**config.mk**
```make
export PLATFORM = sky130hd
export DESIGN_NAME = hamming_encoder
export DESIGN_NICKNAME = d
export VERILOG_FILES = /design/src/rtl/hamming_encoder.sv
export SDC_FILE = /design/constraint.sdc
export NUM_CORES = 1
export LEC_CHECK = 0
export CAP_MARGIN = 40
export CORE_ASPECT_RATIO = 1.75
export CORE_MARGIN = 1.5
export CORE_UTILIZATION = 53
export DETAILED_ROUTE_END_ITERATION = 12
export PLACE_DENSITY_LB_ADDON = 0.05
export SLEW_MARGIN = 10
export SYNTH_ARGS = -nofsm -noshare
export SYNTH_HDL_FRONTEND = slang
export SYNTH_SLANG_ARGS = --single-unit
```
**constraint.sdc**
```tcl
create_clock -name clk -period 1.9 [get_ports clk]
set_input_delay 0.19 -clock clk [delete_from_list [all_inputs] [get_ports clk]]
set_output_delay 0.19 -clock clk [all_outputs]
set_load 0.02 [all_outputs]
```
**src/rtl/hamming_encoder.sv**
```systemverilog
// Hamming (16,11) SECDED encoder engine: reads 11-bit messages as byte pairs and writes 16-bit codewords back.
// Optional macro HAMMING_ERR_INJECT_EN adds inj_pos to flip one codeword bit for decoder stimulus.
module hamming_encoder #(
  parameter int NUM_MSG  = 15,
  parameter int SRC_BASE = 0,
  parameter int DST_BASE = 64,
  parameter int AW       = 8
) (
  input  logic          clk,
  input  logic          rst_n,
  input  logic          init,
  input  logic [7:0]    mem_rd_data,
`ifdef HAMMING_ERR_INJECT_EN
  input  logic [4:0]    inj_pos,
`endif
  output logic [AW-1:0] mem_addr,
  output logic          mem_wr_en,
  output logic [7:0]    mem_wr_data,
  output logic          done
);

  typedef enum logic [2:0] {
    IDLE  = 3'd0,
    RD_LO = 3'd1,
    RD_HI = 3'd2,
    WR_LO = 3'd3,
    WR_HI = 3'd4,
    DONE  = 3'd5
  } state_t;

  localparam logic [6:0]    LAST_IDX = 7'(NUM_MSG - 1);
  localparam logic [AW-1:0] SRC_ADDR = AW'(SRC_BASE);
  localparam logic [AW-1:0] DST_ADDR = AW'(DST_BASE);

  state_t      state_reg;
  logic [6:0]  idx_reg;
  logic [15:0] cw_reg;
  logic [7:0]  lo_reg;
  logic        done_reg;

  logic [AW-1:0] idx_off;
  logic [AW-1:0] src_addr;
  logic [AW-1:0] dst_addr;
  logic [15:0]   cw_clean;
  logic [15:0]   cw_next;

  // d[k] lives at bit k-1 of the 11-bit message vector.
  function automatic logic [15:0] encode(input logic [10:0] d);
    logic p8, p4, p2, p1;
    logic [15:0] c;
    p8 = ^d[10:4];
    p4 = (^d[10:7]) ^ (^d[3:1]);
    p2 = d[10] ^ d[9] ^ d[6] ^ d[5] ^ d[3] ^ d[2] ^ d[0];
    p1 = d[10] ^ d[8] ^ d[6] ^ d[4] ^ d[3] ^ d[1] ^ d[0];
    c  = {d[10:4], p8, d[3:1], p4, d[0], p2, p1, 1'b0};
    c[0] = ^c[15:1];
    return c;
  endfunction

  assign idx_off  = AW'({idx_reg, 1'b0});
  assign src_addr = SRC_ADDR + idx_off;
  assign dst_addr = DST_ADDR + idx_off;
  assign cw_clean = encode({mem_rd_data[2:0], lo_reg});

`ifdef HAMMING_ERR_INJECT_EN
  logic [15:0] inj_mask;

  // Positions 16..31 match no bit, leaving the codeword clean.
  for (genvar gi = 0; gi < 16; gi++) begin : g_inj_mask
    assign inj_mask[gi] = (inj_pos == 5'(gi));
  end

  assign cw_next = cw_clean ^ inj_mask;
`else
  assign cw_next = cw_clean;
`endif

  always_ff @(posedge clk or negedge rst_n) begin
    if (!rst_n) begin
      state_reg <= IDLE;
      idx_reg   <= '0;
      cw_reg    <= '0;
      lo_reg    <= '0;
      done_reg  <= 1'b0;
    end else begin
      case (state_reg)
        IDLE, DONE: begin
          if (init) begin
            idx_reg   <= '0;
            done_reg  <= 1'b0;
            state_reg <= RD_LO;
          end
        end
        RD_LO: begin
          lo_reg    <= mem_rd_data;
          state_reg <= RD_HI;
        end
        RD_HI: begin
          cw_reg    <= cw_next;
          state_reg <= WR_LO;
        end
        WR_LO: begin
          state_reg <= WR_HI;
        end
        WR_HI: begin
          if (idx_reg == LAST_IDX) begin
            done_reg  <= 1'b1;
            state_reg <= DONE;
          end else begin
            idx_reg   <= idx_reg + 7'd1;
            state_reg <= RD_LO;
          end
        end
        default: begin
          state_reg <= IDLE;
        end
      endcase
    end
  end

  always_comb begin
    mem_addr    = '0;
    mem_wr_en   = 1'b0;
    mem_wr_data = '0;
    case (state_reg)
      RD_LO: mem_addr = src_addr;
      RD_HI: mem_addr = src_addr + AW'(1);
      WR_LO: begin
        mem_addr    = dst_addr;
        mem_wr_en   = 1'b1;
        mem_wr_data = cw_reg[7:0];
      end
      WR_HI: begin
        mem_addr    = dst_addr + AW'(1);
        mem_wr_en   = 1'b1;
        mem_wr_data = cw_reg[15:8];
      end
      default: begin
        mem_addr    = '0;
        mem_wr_en   = 1'b0;
        mem_wr_data = '0;
      end
    endcase
  end

  assign done = done_reg;

endmodule

```
==> results.py, run 1 <==
metrics = {
    "synthesis": {
        "syn_nets": 181,
        "ys_types": 40,
        "ys_async_sr_fraction_pct": 100,
        "synthFlopType": "dfrtp_1",
        "ys_ff_latch": 35,
        "synth-edff-count": 0,
        "ys.warnings.count": 0,
        "netlist_area_sq_um": 1900,
        "avgSynthCellArea_sq_um": 11.3,
        "synth_top_area_share_pct": 46.1,
        "yosys.area.top_type": "dfrtp_1",
        "postSynthCellCount": 168,
        "ys_seq_area_share_pct": 46.1,
        "yosys-top-cells-area": "dfrtp_1, mux2_2, xnor2_1",
    },
    "worst_setup_path": {
        "crit_type": "reg -> out",
        "cp-end-kind": "output pin",
        "cp_max_fo": 6,
        "timing.rr.start": "state_reg[0]$_DFFE_PN0P_",
        "arrival_ns": 1.63,
        "critPathRequiredTime_ns": 1.71,
        "r2r_cells": 4,
        "regToRegEndpoint": "idx_reg[4]$_DFFE_PN0P_",
        "reg2reg_slack_ns": 0.19,
        "worstSetupStartpointType": "flop",
    },
    "power_and_ir_drop": {
        "p_clk_share_pct": 31.3,
        "p_int_mw": 1.19,
        "vdd_ir_drop_max_uv": 873,
        "power.density_nw_per_um2": 654,
        "comb_power_share_pct": 14.4,
        "leakagePower_nw": 1.02,
        "power_frac_seq_pct": 54.2,
        "swShare_pct": 23.9,
        "switchingPower_uw": 375,
    },
    "cells_and_area": {
        "instances_no_fill": 255,
        "fin_area_sq_um": 2400,
        "area_delta_synth_final_pct": 26.2,
        "antenna_cells": 0,
        "largest_reg_flops": 16,
        "nets": 224,
        "final_cell_mix": "dfrtp_1, mux2_2, buf_4",
        "fin_util_pct": 70.5,
        "final_common_cell": "dfrtp_1",
        "nFillCells": 278,
        "drive_gt1_share_pct": 27.6,
    },
    "timing": {
        "slew_violations": 0,
        "fin_crit_sh_pct": 95.8,
        "min_period_ns": 1.82,
        "hold_ws_ns": 0.328,
        "fmax_mhz": 549,
        "slew-limit-headroom_pct": 69.5,
        "fin_skew_ns": 0.00668,
        "setup-tns-final_ns": 0,
        "tightestPinTransition_ns": 0.457,
        "rsz0062_at_grt": "false",
        "setup_viol_count_final": 0,
        "finalHoldViolCount": 0,
    },
    "routing": {
        "drt_pass1_iterations": 4,
        "wl_per_cell_um": 15.6,
        "drc": 0,
        "vias": 1421,
        "drtAntennaViolNets": 0,
        "drtIter0Drc": 24,
        "routed_wl_um": 3980,
        "routed_via_density": 5.57,
    },
    "floorplanning": {
        "die_h_um": 82.2,
        "num_io_pins": 29,
        "floorplan.rows": 28,
        "start_util_pct": 55.9,
        "die_x_um": 48.2,
        "die-area_sq_um": 3960,
        "core_sq_um": 3400,
    },
    "global_route": {
        "grt_pass1_vias": 1454,
        "grt_use_total_pct": 23.3,
        "antenna_found_initial": 0,
        "grt_max_degree": 36,
        "grt_first_pass_wirelength_um": 6430,
        "grt_util_met2_pct": 43.0,
        "met3_usage_pct": 3.91,
        "overflow": 0,
        "globalRouteMet1Util_pct": 23.6,
        "grt.busiest_layer": "met2",
    },
    "cts": {
        "cts.sinks": 35,
        "clk_pin_slew_worst_paths_ns": 0.06,
        "cts.hold.buffers_added": 0,
        "htreeDepth": 2,
        "root_buffer": "clkbuf_8",
        "cts_setup_buffers": 0,
        "cts_tree": "yes",
        "insertion_delay_ns": 0.28,
        "clk_path_buf_depth": 2,
        "numCtsBuffers": 5,
    },
    "placed_design": {
        "placed_cell_area_sq_um": 2320,
        "gp_congestion": 0.834,
        "port_buffers": 28,
        "placedCellCount": 249,
        "dp.final_hpwl_um": 3020,
    },
    "outcome": {
        "status": "finished, final reports clean",
    },
    "worst_hold_path": {
        "min_path_type": "in -> async",
    },
    "run": {
        "drv_cap": 0,
    },
}
==> worst max-delay path by stage <==
stage | from | endpoint | cells past startpoint | slack (ns)
global placement | mem_rd_data[1] | cw_reg[0]$_DFFE_PN0N_ | 5 | -0.02
floorplan | state_reg[1]$_DFFE_PN0P_ | mem_wr_data[0] | 4 | 0.32
CTS | state_reg[1]$_DFFE_PN0P_ | mem_wr_data[4] | 5 | 0.005
finish | state_reg[0]$_DFFE_PN0P_ | mem_wr_en | 3 | 0.08
global route | state_reg[0]$_DFFE_PN0P_ | mem_wr_en | 3 | 0.002
detailed placement | mem_rd_data[1] | cw_reg[0]$_DFFE_PN0N_ | 5 | -0.05
==> cell families after synthesis <==
logic type      share of synthesized area [%]
mux                                      12.4
fa+ha+maj                                1.32
compound gates                           12.9
simple gates                             11.5
buf+inv                                  3.49
flops                                    46.1
xor+xnor                                 12.2
==> critical path, cell delays in order, from the launching register on <==
cell and delay (ns):
dfrtp_1 0.44, or3b_1 0.46, o21ai_0 0.10, dlygate4sd2_1 0.35
==> cells in the mapped netlist, types with 5 or more instances <==
cell	instances
nor2_1	5
nand2_1	11
dfrtp_1	35
a22o_1	8
xnor2_1	13
clkbuf_1	5
mux2_2	20
buf_2	5
o21ai_0	9
and2_1	6
==> area by class of cell <==
cell class              count  area (sq um)  share of cell area [%]
clock buffers               5          68.8                    2.87
clock inverters             1          7.51                   0.313
inverters                   3          11.3                   0.470
multi-input cells         119           966                    40.3
flip-flops and latches     35           877                    36.6
well taps                  45          56.3                    2.35
repair buffers             47           409                    17.1
==> what timing repair did <==
action	4_1_cts	5_1_grt
gates resized for setup	30	12
endpoints found under the hold margin	0	0
setup endpoints to repair	17	13
==> metal layers <==
| layer | up-vias | wire length [um] |
|---|---|---|
| met1 | 707 | 1420 |
| li1 | 680 | - |
| met2 | 29 | 2370 |
| met3 | 5 | 121 |
| met5 | - | 0 |
| met4 | 0 | 74 |
==> metrics by stage <==
step	worst slack [ns]	total power, mW
after detailed placement	-0.0460	1.09
after floorplan	0.321	1.01
after global placement	-0.0224	1.08
after CTS	0.00488	1.59
after global routing	0.00247	1.63
final	0.0799	1.57
==> power groups by stage <==
stage / combinational (mW) / clock [mW] / sequential [mW]
global route: 0.244 / 0.533 / 0.856
CTS: 0.231 / 0.510 / 0.851
finish: 0.226 / 0.491 / 0.851
floorplan: 0.155 / 0 / 0.852
global placement: 0.221 / 0 / 0.861
detailed placement: 0.229 / 0 / 0.865
No activity file was read; power rests on OpenSTA's default activity.
==> inputs of run 2 (changes only) <==
--- a/config.mk
+++ b/config.mk
@@ -5,10 +5,11 @@
 export SDC_FILE = /design/constraint.sdc
 export NUM_CORES = 1
 export LEC_CHECK = 0
+export ABC_CLOCK_PERIOD_IN_PS = 1900
 export CAP_MARGIN = 40
 export CORE_ASPECT_RATIO = 1.75
 export CORE_MARGIN = 1.5
-export CORE_UTILIZATION = 53
+export CORE_UTILIZATION = 48
 export DETAILED_ROUTE_END_ITERATION = 12
 export PLACE_DENSITY_LB_ADDON = 0.05
 export SLEW_MARGIN = 10
==> run 2 against run 1 <==
Combinational power barely moved. Global-route usage fell by 2.5 points. Non-clock buffer count fell by 1. Power rose by 1.5%. Register-to-register slack got worse by 0.03 ns. Hold slack got worse by 0.0087 ns. Via count fell by 3.4%. Setup slack got worse by 0.014 ns. Cell count rose by 1.6%. Clock skew fell by 0.0035 ns. Utilization fell by 8.5 points. Critical path type unchanged.
==> results.py, run 2 (same netlist as run 1, synthesis figures left out) <==
metrics = {
    "global_route": {
        "grt_first_pass_wirelength_um": 6640,
        "overflow": 0,
        "grt_pass1_vias": 1400,
        "grt_use_total_pct": 20.7,
        "grt_max_degree": 36,
        "antenna_found_initial": 0,
    },
    "cells_and_area": {
        "final_common_cell": "dfrtp_1",
        "drive_gt1_share_pct": 28.4,
        "largest_reg_flops": 16,
        "final_cell_mix": "dfrtp_1, mux2_2, buf_4",
        "area_delta_synth_final_pct": 25.0,
        "fin_area_sq_um": 2370,
        "antenna_cells": 0,
        "instances_no_fill": 259,
        "nets": 223,
    },
    "cts": {
        "cts.sinks": 35,
        "clk_pin_slew_worst_paths_ns": 0.07,
        "htreeDepth": 2,
        "cts_tree": "yes",
        "clk_path_buf_depth": 2,
        "numCtsBuffers": 5,
        "insertion_delay_ns": 0.28,
        "root_buffer": "clkbuf_8",
    },
    "timing": {
        "tightestPinTransition_ns": 0.463,
        "setup_viol_count_final": 0,
        "fin_ws_ns": 0.0659,
        "fmax_mhz": 545,
        "min_period_ns": 1.83,
        "slew_violations": 0,
        "setup-tns-final_ns": 0,
        "slew-limit-headroom_pct": 69.1,
        "fin_skew_ns": 0.00322,
        "fin_crit_sh_pct": 96.5,
        "finalHoldViolCount": 0,
        "rsz0062_at_grt": "false",
    },
    "worst_setup_path": {
        "crit_type": "reg -> out",
        "worstSetupStartpointType": "flop",
        "arrival_ns": 1.64,
        "cp-end-kind": "output pin",
        "critPathRequiredTime_ns": 1.71,
        "cp_max_fo": 7,
        "r2r_cells": 4,
    },
    "routing": {
        "routed_wl_um": 4000,
        "vias": 1373,
        "drt_pass1_iterations": 4,
        "drtAntennaViolNets": 0,
        "drc": 0,
        "routed_via_density": 5.30,
        "wl_per_cell_um": 15.4,
        "drtIter0Drc": 28,
    },
    "run": {
        "drv_cap": 0,
    },
    "floorplanning": {
        "die_h_um": 86.2,
        "num_io_pins": 29,
        "floorplan.rows": 30,
        "die-area_sq_um": 4360,
        "core_sq_um": 3830,
        "start_util_pct": 49.6,
        "die_x_um": 50.5,
    },
    "power_and_ir_drop": {
        "total_power_mw": 1.59,
        "power.density_nw_per_um2": 671,
        "vdd_ir_drop_max_uv": 615,
        "leakagePower_nw": 1.00,
    },
    "placed_design": {
        "pre_cts_ws_ns": -0.0751,
        "dp.final_hpwl_um": 2980,
        "gp_congestion": 0.835,
        "port_buffers": 28,
        "placedCellCount": 251,
        "placed_cell_area_sq_um": 2320,
    },
    "outcome": {
        "status": "finished, final reports clean",
    },
    "worst_hold_path": {
        "min_path_type": "in -> async",
    },
}
## run 2: cell types whose count changed in the layout (fill, tap and decap cells not counted), moves of 2 or more
cell / before / now
dlygate4sd2_1: 3 / 7
clkdlybuf4s15_1: 7 / 0
clkbuf_2: 3 / 6
clkbuf_1: 0 / 2
## run 2: final timing paths
check / endpoint / start / slack [ns]
max: mem_wr_en / state_reg[0]$_DFFE_PN0P_ / 0.07
max reg2reg: cw_reg[0]$_DFFE_PN0N_ / lo_reg[6]$_DFFE_PN0N_ / 0.16
min reg2reg: cw_reg[8]$_DFFE_PN0N_ / cw_reg[8]$_DFFE_PN0N_ / 0.49
max in group asynchronous: state_reg[0]$_DFFE_PN0P_ / rst_n / 1.25
min in group clk: cw_reg[8]$_DFFE_PN0N_ / cw_reg[8]$_DFFE_PN0N_ / 0.49
min: state_reg[0]$_DFFE_PN0P_ / rst_n / 0.32
## run 2: layout make-up
| cell class | count | area, sq um |
|---|---|---|
| Inverter | 3 | 11.3 |
| Clock buffer | 7 | 76.3 |
| Clock inverter | 1 | 5.00 |
| Timing Repair Buffer | 46 | 382 |
| Sequential cell | 35 | 877 |
| Fill cell | 350 | 1460 |
| Tap cell | 48 | 60.1 |
| Multi-Input combinational cell | 119 | 961 |
## run 2: where the power goes
part,switching (mW),leakage (nW),internal (mW)
Combinational,0.0860,0.568,0.143
Clock,0.255,0.0422,0.257
Sequential,0.0413,0.395,0.809
Total,0.382,1.00,1.21
## run 2: critical path, cell delays in order (launching register included)
cell and delay, ns:
dfrtp_2 0.45, or3b_1 0.45, o21ai_0 0.11, dlygate4sd2_1 0.35
## run 2: repair_timing
item,CTS,global route
resized for setup,32,8
hold buffers,0,0
endpoints found under the setup margin,17,12
buffers inserted,0,0
## run 2: metal layers
metal  global-route usage [%]  routed length, um
met5                        0                  0
met4                     8.11                 81
met3                     4.31                 81
met2                     37.7               2310
met1                     23.1               1530
## run 2: stage by stage
| step | util, % | hold WS [ns] |
|---|---|---|
| 2_1_floorplan | - | -0.106 |
| 3_3_place_gp | 60.6 | 0.467 |
| 3_5_place_dp | 60.6 | 0.482 |
| 4_1_cts | 62.6 | 0.339 |
| 5_1_grt | 62.0 | 0.371 |
| 6_report | 62.0 | 0.320 |
==> inputs of run 3 (changes only) <==
--- a/config.mk
+++ b/config.mk
@@ -9,7 +9,7 @@
 export CAP_MARGIN = 40
 export CORE_ASPECT_RATIO = 1.75
 export CORE_MARGIN = 1.5
-export CORE_UTILIZATION = 48
+export CORE_UTILIZATION = 53
 export DETAILED_ROUTE_END_ITERATION = 12
 export PLACE_DENSITY_LB_ADDON = 0.05
 export SLEW_MARGIN = 10
==> results of run 3 <==
Same layout as run 1: the final DEF is identical, and so are final timing and power.
